$ cat config.mk
export PLATFORM = sky130hd
export DESIGN_NAME = alu_rs_scheduler
export DESIGN_NICKNAME = d
export VERILOG_FILES = /design/src/rtl/alu_rs_scheduler.sv
export SDC_FILE = /design/constraint.sdc
export NUM_CORES = 1
export LEC_CHECK = 0
export ABC_AREA = 1
export CAP_MARGIN = 15
export CORE_MARGIN = 4
export CORE_UTILIZATION = 46
export CTS_CLUSTER_SIZE = 25
export DETAILED_ROUTE_END_ITERATION = 12
export GPL_TIMING_DRIVEN = 1
export PLACE_DENSITY_LB_ADDON = 0.05
export SYNTH_ARGS = -nofsm -noshare
export SYNTH_HDL_FRONTEND = slang
export SYNTH_SLANG_ARGS = --single-unit
$ cat constraint.sdc
create_clock -name clk -period 1.24 [get_ports clk]
set_input_delay 0.248 -clock clk [delete_from_list [all_inputs] [get_ports clk]]
set_output_delay 0.248 -clock clk [all_outputs]
set_load 0.01 [all_outputs]
$ cat src/rtl/alu_rs_scheduler.sv
// ALU reservation-station scheduler: lowest-free-entry allocation, age-matrix
// oldest-ready-first grant, and a one-deep issue-stage register.
module alu_rs_scheduler #(
    parameter int ENTRIES = 4,
    parameter int IDX     = 1
) (
    input  logic               clk,
    input  logic               globalReset,
    input  logic               dispatchValid,
    output logic               rsFull,
    output logic [ENTRIES-1:0] writeReq,
    input  logic [ENTRIES-1:0] busy,
    input  logic [ENTRIES-1:0] selectReq,
    output logic [ENTRIES-1:0] selected,
    output logic               execute,
    input  logic               aluReady,
    output logic               issueValid,
    output logic [IDX:0]       issueIdx,
    input  logic               clear,
    input  logic               validCommit
);
    localparam int IW = IDX + 1;

    logic                            flush;
    logic                            alloc_done;
    logic                            grant_done;
    logic [ENTRIES-1:0]              req;
    logic [ENTRIES-1:0]              blocked;
    logic [ENTRIES-1:0]              cand;
    logic [IW-1:0]                   sel_idx;
    logic [ENTRIES-1:0][ENTRIES-1:0] older_q;
    logic [ENTRIES-1:0][ENTRIES-1:0] older_d;
    logic                            issue_valid_q;
    logic                            issue_valid_d;
    logic [IW-1:0]                   issue_idx_q;
    logic [IW-1:0]                   issue_idx_d;

    // Handshake: the issue register accepts a grant (execute) when it is empty or
    // the ALU takes its current instruction (aluReady); a stalled stage holds.
    assign flush      = clear & validCommit;
    assign rsFull     = &busy;
    assign execute    = globalReset & ~flush & (~issue_valid_q | aluReady);
    assign issueValid = issue_valid_q;
    assign issueIdx   = issue_idx_q;

    always_comb begin
        writeReq   = '0;
        alloc_done = 1'b0;
        if (globalReset && dispatchValid && !rsFull && !flush) begin
            for (int i = 0; i < ENTRIES; i++) begin
                if (!busy[i] && !alloc_done) begin
                    writeReq[i] = 1'b1;
                    alloc_done  = 1'b1;
                end
            end
        end
    end

    always_comb begin
        req     = selectReq & busy & ~writeReq;
        blocked = '0;
        for (int i = 0; i < ENTRIES; i++) begin
            for (int j = 0; j < ENTRIES; j++) begin
                if (j != i && req[j] && older_q[j][i]) begin
                    blocked[i] = 1'b1;
                end
            end
        end
        cand = req & ~blocked & {ENTRIES{execute}};
        // Lowest index breaks ties the age matrix cannot order (e.g. after a flush).
        selected   = '0;
        sel_idx    = '0;
        grant_done = 1'b0;
        for (int i = 0; i < ENTRIES; i++) begin
            if (cand[i] && !grant_done) begin
                selected[i] = 1'b1;
                sel_idx     = IW'(i);
                grant_done  = 1'b1;
            end
        end
    end

    always_comb begin
        older_d       = older_q;
        issue_valid_d = issue_valid_q;
        issue_idx_d   = issue_idx_q;
        if (flush) begin
            older_d       = '0;
            issue_valid_d = 1'b0;
            issue_idx_d   = '0;
        end else begin
            for (int k = 0; k < ENTRIES; k++) begin
                if (writeReq[k]) begin
                    for (int j = 0; j < ENTRIES; j++) begin
                        older_d[k][j] = 1'b0;
                        if (j != k) begin
                            older_d[j][k] = busy[j];
                        end
                    end
                end
            end
            if (execute) begin
                issue_valid_d = |selected;
                issue_idx_d   = sel_idx;
            end
        end
    end

    always_ff @(posedge clk or negedge globalReset) begin
        if (!globalReset) begin
            older_q       <= '0;
            issue_valid_q <= 1'b0;
            issue_idx_q   <= '0;
        end else begin
            older_q       <= older_d;
            issue_valid_q <= issue_valid_d;
            issue_idx_q   <= issue_idx_d;
        end
    end
endmodule

# Word-level counts from Yosys, hierarchy flattened

Index checks and enable logic that the tools add are counted.
W data, S select, Z words.

Muxes and demuxes: 50
Reduce and logical (&&, ||, !) cells: 41
Bitwise operators: 12

Operators with widths:

| cell                | count |
|---|---|
| $mux W1             | 40 |
| $logic_and A1 B1 Y1 | 21 |
| $reduce_bool A3 Y1  | 6 |
| $and A4 B4 Y4       | 4 |
| $mux W4             | 4 |
| $mux W15            | 1 |
| $logic_not A1 Y1    | 11 |
| $mux W2             | 4 |
| $not A4 Y4          | 2 |
| $mux W5             | 1 |
| $reduce_and A4 Y1   | 1 |
| $reduce_or A4 Y1    | 1 |
| $and A1 B1 Y1       | 3 |
| $not A1 Y1          | 2 |
| $reduce_bool A2 Y1  | 1 |
| $or A1 B1 Y1        | 1 |

Output and inout bits: 13
Register bits after elaboration: 15
Word-level logic and storage cells: 117

# Longest topological paths before layout

Word-level depth: 39
Gate-level depth with buffers: 9
Gate-level depth less buffers: 9

# Worst setup path before layout

No wires, ideal clock.

Path kind: register -> output
Start point: reg issue_valid_q, in the netlist issueValid
End point: out selected[2]
Path slack: -0.182 ns
Arrival time: 1.174 ns
Cell stages (with the launch flop): 6
Path buffers: 0
Cells stage by stage: dfrtp_1 > inv_1 > nor2_1 > nor2_2 > inv_2 > nor3_1

Cells in the longest elaborated chain, start to end: 11

Ends and longest elaborated chain:

| element                | RTL line | text |
|---|---|---|
| from (decl)            | 33       | `logic issue_valid_q;` |
| from (signal assigned) | 116      | `issue_valid_q <= issue_valid_d;` |
| $not A1 Y1 *           | 42       | `assign execute = globalReset & ~flush & (~issue_valid_q \| aluReady);` |
| $or A1 B1 Y1 *         | 42       |  |
| $and A1 B1 Y1 *        | 42       |  |
| net execute            | 15       | `output logic execute,` |
| $and A4 B4 Y4 *        | 69       | `cand = req & ~blocked & {ENTRIES{execute}};` |
| $mux W1                | 75       | `if (cand[i] && !grant_done) begin` |
| $logic_not A1 Y1       | 75       |  |
| $logic_and A1 B1 Y1    | 75       |  |
| $mux W1                | 75       |  |
| $logic_not A1 Y1       | 75       |  |
| $logic_and A1 B1 Y1 *  | 75       |  |
| $mux W1 *              | 75       |  |
| to (decl)              | 14       | `output logic [ENTRIES-1:0] selected,` |

Mark *: on every way through the listed nets, which the timed path passes. The rest lies on a longest branch.

# Worst setup path in the final report

Start point: reg older_q[12] (netlist name)
End point: out selected[2]

Cells in the longest elaborated chain, start to end: 12

Ends and longest elaborated chain:

| element                       | RTL line | text |
|---|---|---|
| from (decl)                   | 31       | `logic [ENTRIES-1:0][ENTRIES-1:0] older_q;` |
| from (signal assigned)        | 115      | `older_q <= older_d;` |
| $logic_and A1 B1 Y1 *         | 64       | `if (j != i && req[j] && older_q[j][i]) begin` |
| $mux W1 *                     | 64       |  |
| $not A4 Y4 *                  | 69       |  |
| $and A4 B4 Y4 * (2 in series) | 69       |  |
| $mux W1 *                     | 75       |  |
| $logic_not A1 Y1              | 75       |  |
| $logic_and A1 B1 Y1           | 75       |  |
| $mux W1 *                     | 75       |  |
| $logic_not A1 Y1 *            | 75       |  |
| $logic_and A1 B1 Y1 *         | 75       |  |
| $mux W1 *                     | 75       |  |

Every way passes the cells marked *; elsewhere a longest branch is shown, timed or not.

==> impl_metrics.toml <==
[run_status]
status = "finished, violations left"
violations = "setup timing"

[critical_path]
rr_worst_depth = 10
critPathCaptureType = "primary output"
critical_path_required_ns = 0.99
crit_path_start_kind = "register"
cp.arrival_ns = 1.47
crit_type = "register to primary output"
cp_max_fo = 3
ff2ff_setup_slack_ns = -0.30

[pwr]
p_sw_mw = 0.463
power.density_nw_per_um2 = 793
leakagePower_nw = 0.994
power.internal_mw = 0.912
switching_share_pct = 33.6
pwr-share-clk_pct = 21.2
vdd_ir_drop_max_v = 0.000802
power.total_mw = 1.37
power.combinational.fraction_pct = 38.7
power_frac_seq_pct = 40.2

[global_routing]
first_global_vias = 1252
grt_antenna_before_repair = 0
overflow = 0
grt_max_degree = 11
grt_usage_pct = 29.3
grt_pass1_wl_um = 5800

[sta]
final-setup-viol-count = 10
final.min_clock_period_ns = 1.72
grt_setup_unrepaired = "true"
max_freq_mhz = 582
setup_ws_ns = -0.480
hold_viol = 0
min_period_over_period_pct = 139
finalSetupTns_ns = -2.99
tightestPinTransition_ns = 0.234
finClkSkew_ns = 0.00250
maxSlewViolCount = 0
slew_headroom_pct = 84.3

[clocking]
clock_path_buffers = 2
cts_buffers = 3
htreeDepth = 1
clock_latency_ns = 0.29
cts-root-buf = "clkbuf_4"
clk_pin_slew_ns = 0.09
tritoncts = "yes"
clock-sinks = 15

[floorplanning]
start_util_pct = 48.4
ioPinCount = 27
dieHeight_um = 53.2
dieArea_um2 = 2830
die_width_um = 53.2
core-area_um2 = 1940
rows = 16

[place]
io_buffers = 26
place_hpwl_um = 2140
gp_congestion = 0.827
dpl-instance-area_um2 = 1420

[yosys]
yosysUniqueCellTypes = 18
ys_seq_area_share_pct = 39.9
async_reset_ff_share_pct = 100
synth-seq-cells = 15
synth.most_common_cell = "nand2_1"
syn_nets = 148
synth_enable_flop_cells = 0
yosysTopAreaCell = "dfrtp_1"
yosysTopAreaCellShare_pct = 39.9
yosysWarnings = 0
ys.flop_type = "dfrtp_1"
synth_area_per_cell_um2 = 7.01
synth_cells = 134
synthTopCellsByArea = "dfrtp_1 40%, nand3_1 15%, nand2_1 14%"
synth_common_cells = "35 x nand2_1, 28 x nand3_1, 16 x inv_1"
mappedNetlistArea_um2 = 940

[routing]
final_antenna_net_count = 0
drt-total-wl_um = 4190
wl_per_cell_um = 17.7
routed_via_density = 5.58
drt_iter0_drc = 65
num_vias = 1317
dr.pass1.iters = 4
route.detailed.drc = 0

[worst_hold_path]
hp-class = "input port to register"
hold_depth = 3

[flow_run]
max-cap-violations = 0

[cells_and_area]
nNetsFinal = 224
n_antenna_cell = 0
drive_above_1_share_pct = 50.7
fin_area_um2 = 1730
finalCoreUtilization_pct = 89.3
area_growth_pct = 84.6
-- cell families after synthesis --
logic type,after synthesis,share of synthesized area [%]
flip-flops,15,39.9
AND/OR/NAND/NOR,84,43.8
buffers and inverters,26,10.7
AO/OA/AOI/OAI,9,5.59
-- path summary, 6_finish.rpt --
check	startpoint	to
worst max-delay path	older_q[12]	selected[2]
worst min-delay path	busy[1]	older_q[4]
worst max register to register	older_q[4]	issueValid
worst min register to register	issueIdx[1]	issueIdx[1]
max in group asynchronous	globalReset	older_q[6]
min in group asynchronous	globalReset	older_q[14]
-- layout make-up --
class / count / area (µm²)
Multi-Input combinational cell: 93 / 571
Sequential cell: 15 / 375
Fill cell: 81 / 208
Tap cell: 27 / 33.8
Timing Repair Buffer: 71 / 621
Inverter: 26 / 108
Clock buffer: 4 / 26.3
-- power groups by stage --
stage	clock network (mW)	registers (mW)	logic [mW]
5_1_grt	0.309	0.555	0.567
4_1_cts	0.289	0.548	0.445
6_report	0.291	0.552	0.532
3_5_place_dp	0	0.558	0.375
2_1_floorplan	0	0.564	0.148
3_3_place_gp	0	0.557	0.368
-- per-stage QoR --
| stage | hold WS [ns] | setup slack (ns) | cells |
|---|---|---|---|
| finish | 0.269 | -0.480 | 236 |
| global route | 0.280 | -0.528 | 236 |
| floorplan | -0.0476 | 0.00562 | 134 |
| CTS | 0.255 | -0.419 | 230 |
| detailed placement | 0.486 | -1.06 | 209 |
| global placement | 0.456 | -0.997 | 209 |
-- metal layers --
layer	vias up	GRT usage, %	routed length (µm)
li1	567	-	-
met5	-	0	0
met2	87	52.1	2040
met1	636	32.2	1580
met3	27	3.94	297
met4	0	19.1	270
-- cell usage in the layout, fill, tap and decap left out --
master,count
buf_8,1
nand2_2,7
nand2_4,4
nand3_4,2
nor3_4,2
clkbuf_4,3
dfrtp_1,15
nand3_1,26
nor2_1,3
inv_1,14
buf_2,8
nand2_8,1
buf_12,1
buf_4,33
clkinv_1,1
clkinv_2,2
dlygate4sd2_1,6
a21oi_2,1
clkbuf_1,1
dlygate4sd3_1,1
clkdlybuf4s15_2,1
nor2_2,5
clkdlybuf4s50_1,1
nor2_4,5
buf_6,19
nand2_1,29
o21ai_2,2
o21ai_1,6
inv_2,6
inv_4,3
-- flip-flops by register name, summed over array words and instances, names as in the netlist --
register	count
issueValid	1
older_q	12
issueIdx	2
-- worst max-delay path: stages, from the launching register on --
cell     delay [ns]
dfrtp_1        0.40
nand3_1        0.11
nand2_1        0.10
nor2_4         0.16
nand2_1        0.12
nand2_2        0.11
nor3_4         0.04
buf_2          0.13
-- what timing repair did --
item	in CTS	in global routing
buffers inserted	16	7
hold buffers	1	0
endpoints found under the hold margin	15	0
pin swaps	15	7
endpoints found under the setup margin	28	16
resized for setup	115	20
Note: power is estimated with default switching activity, not from simulation.
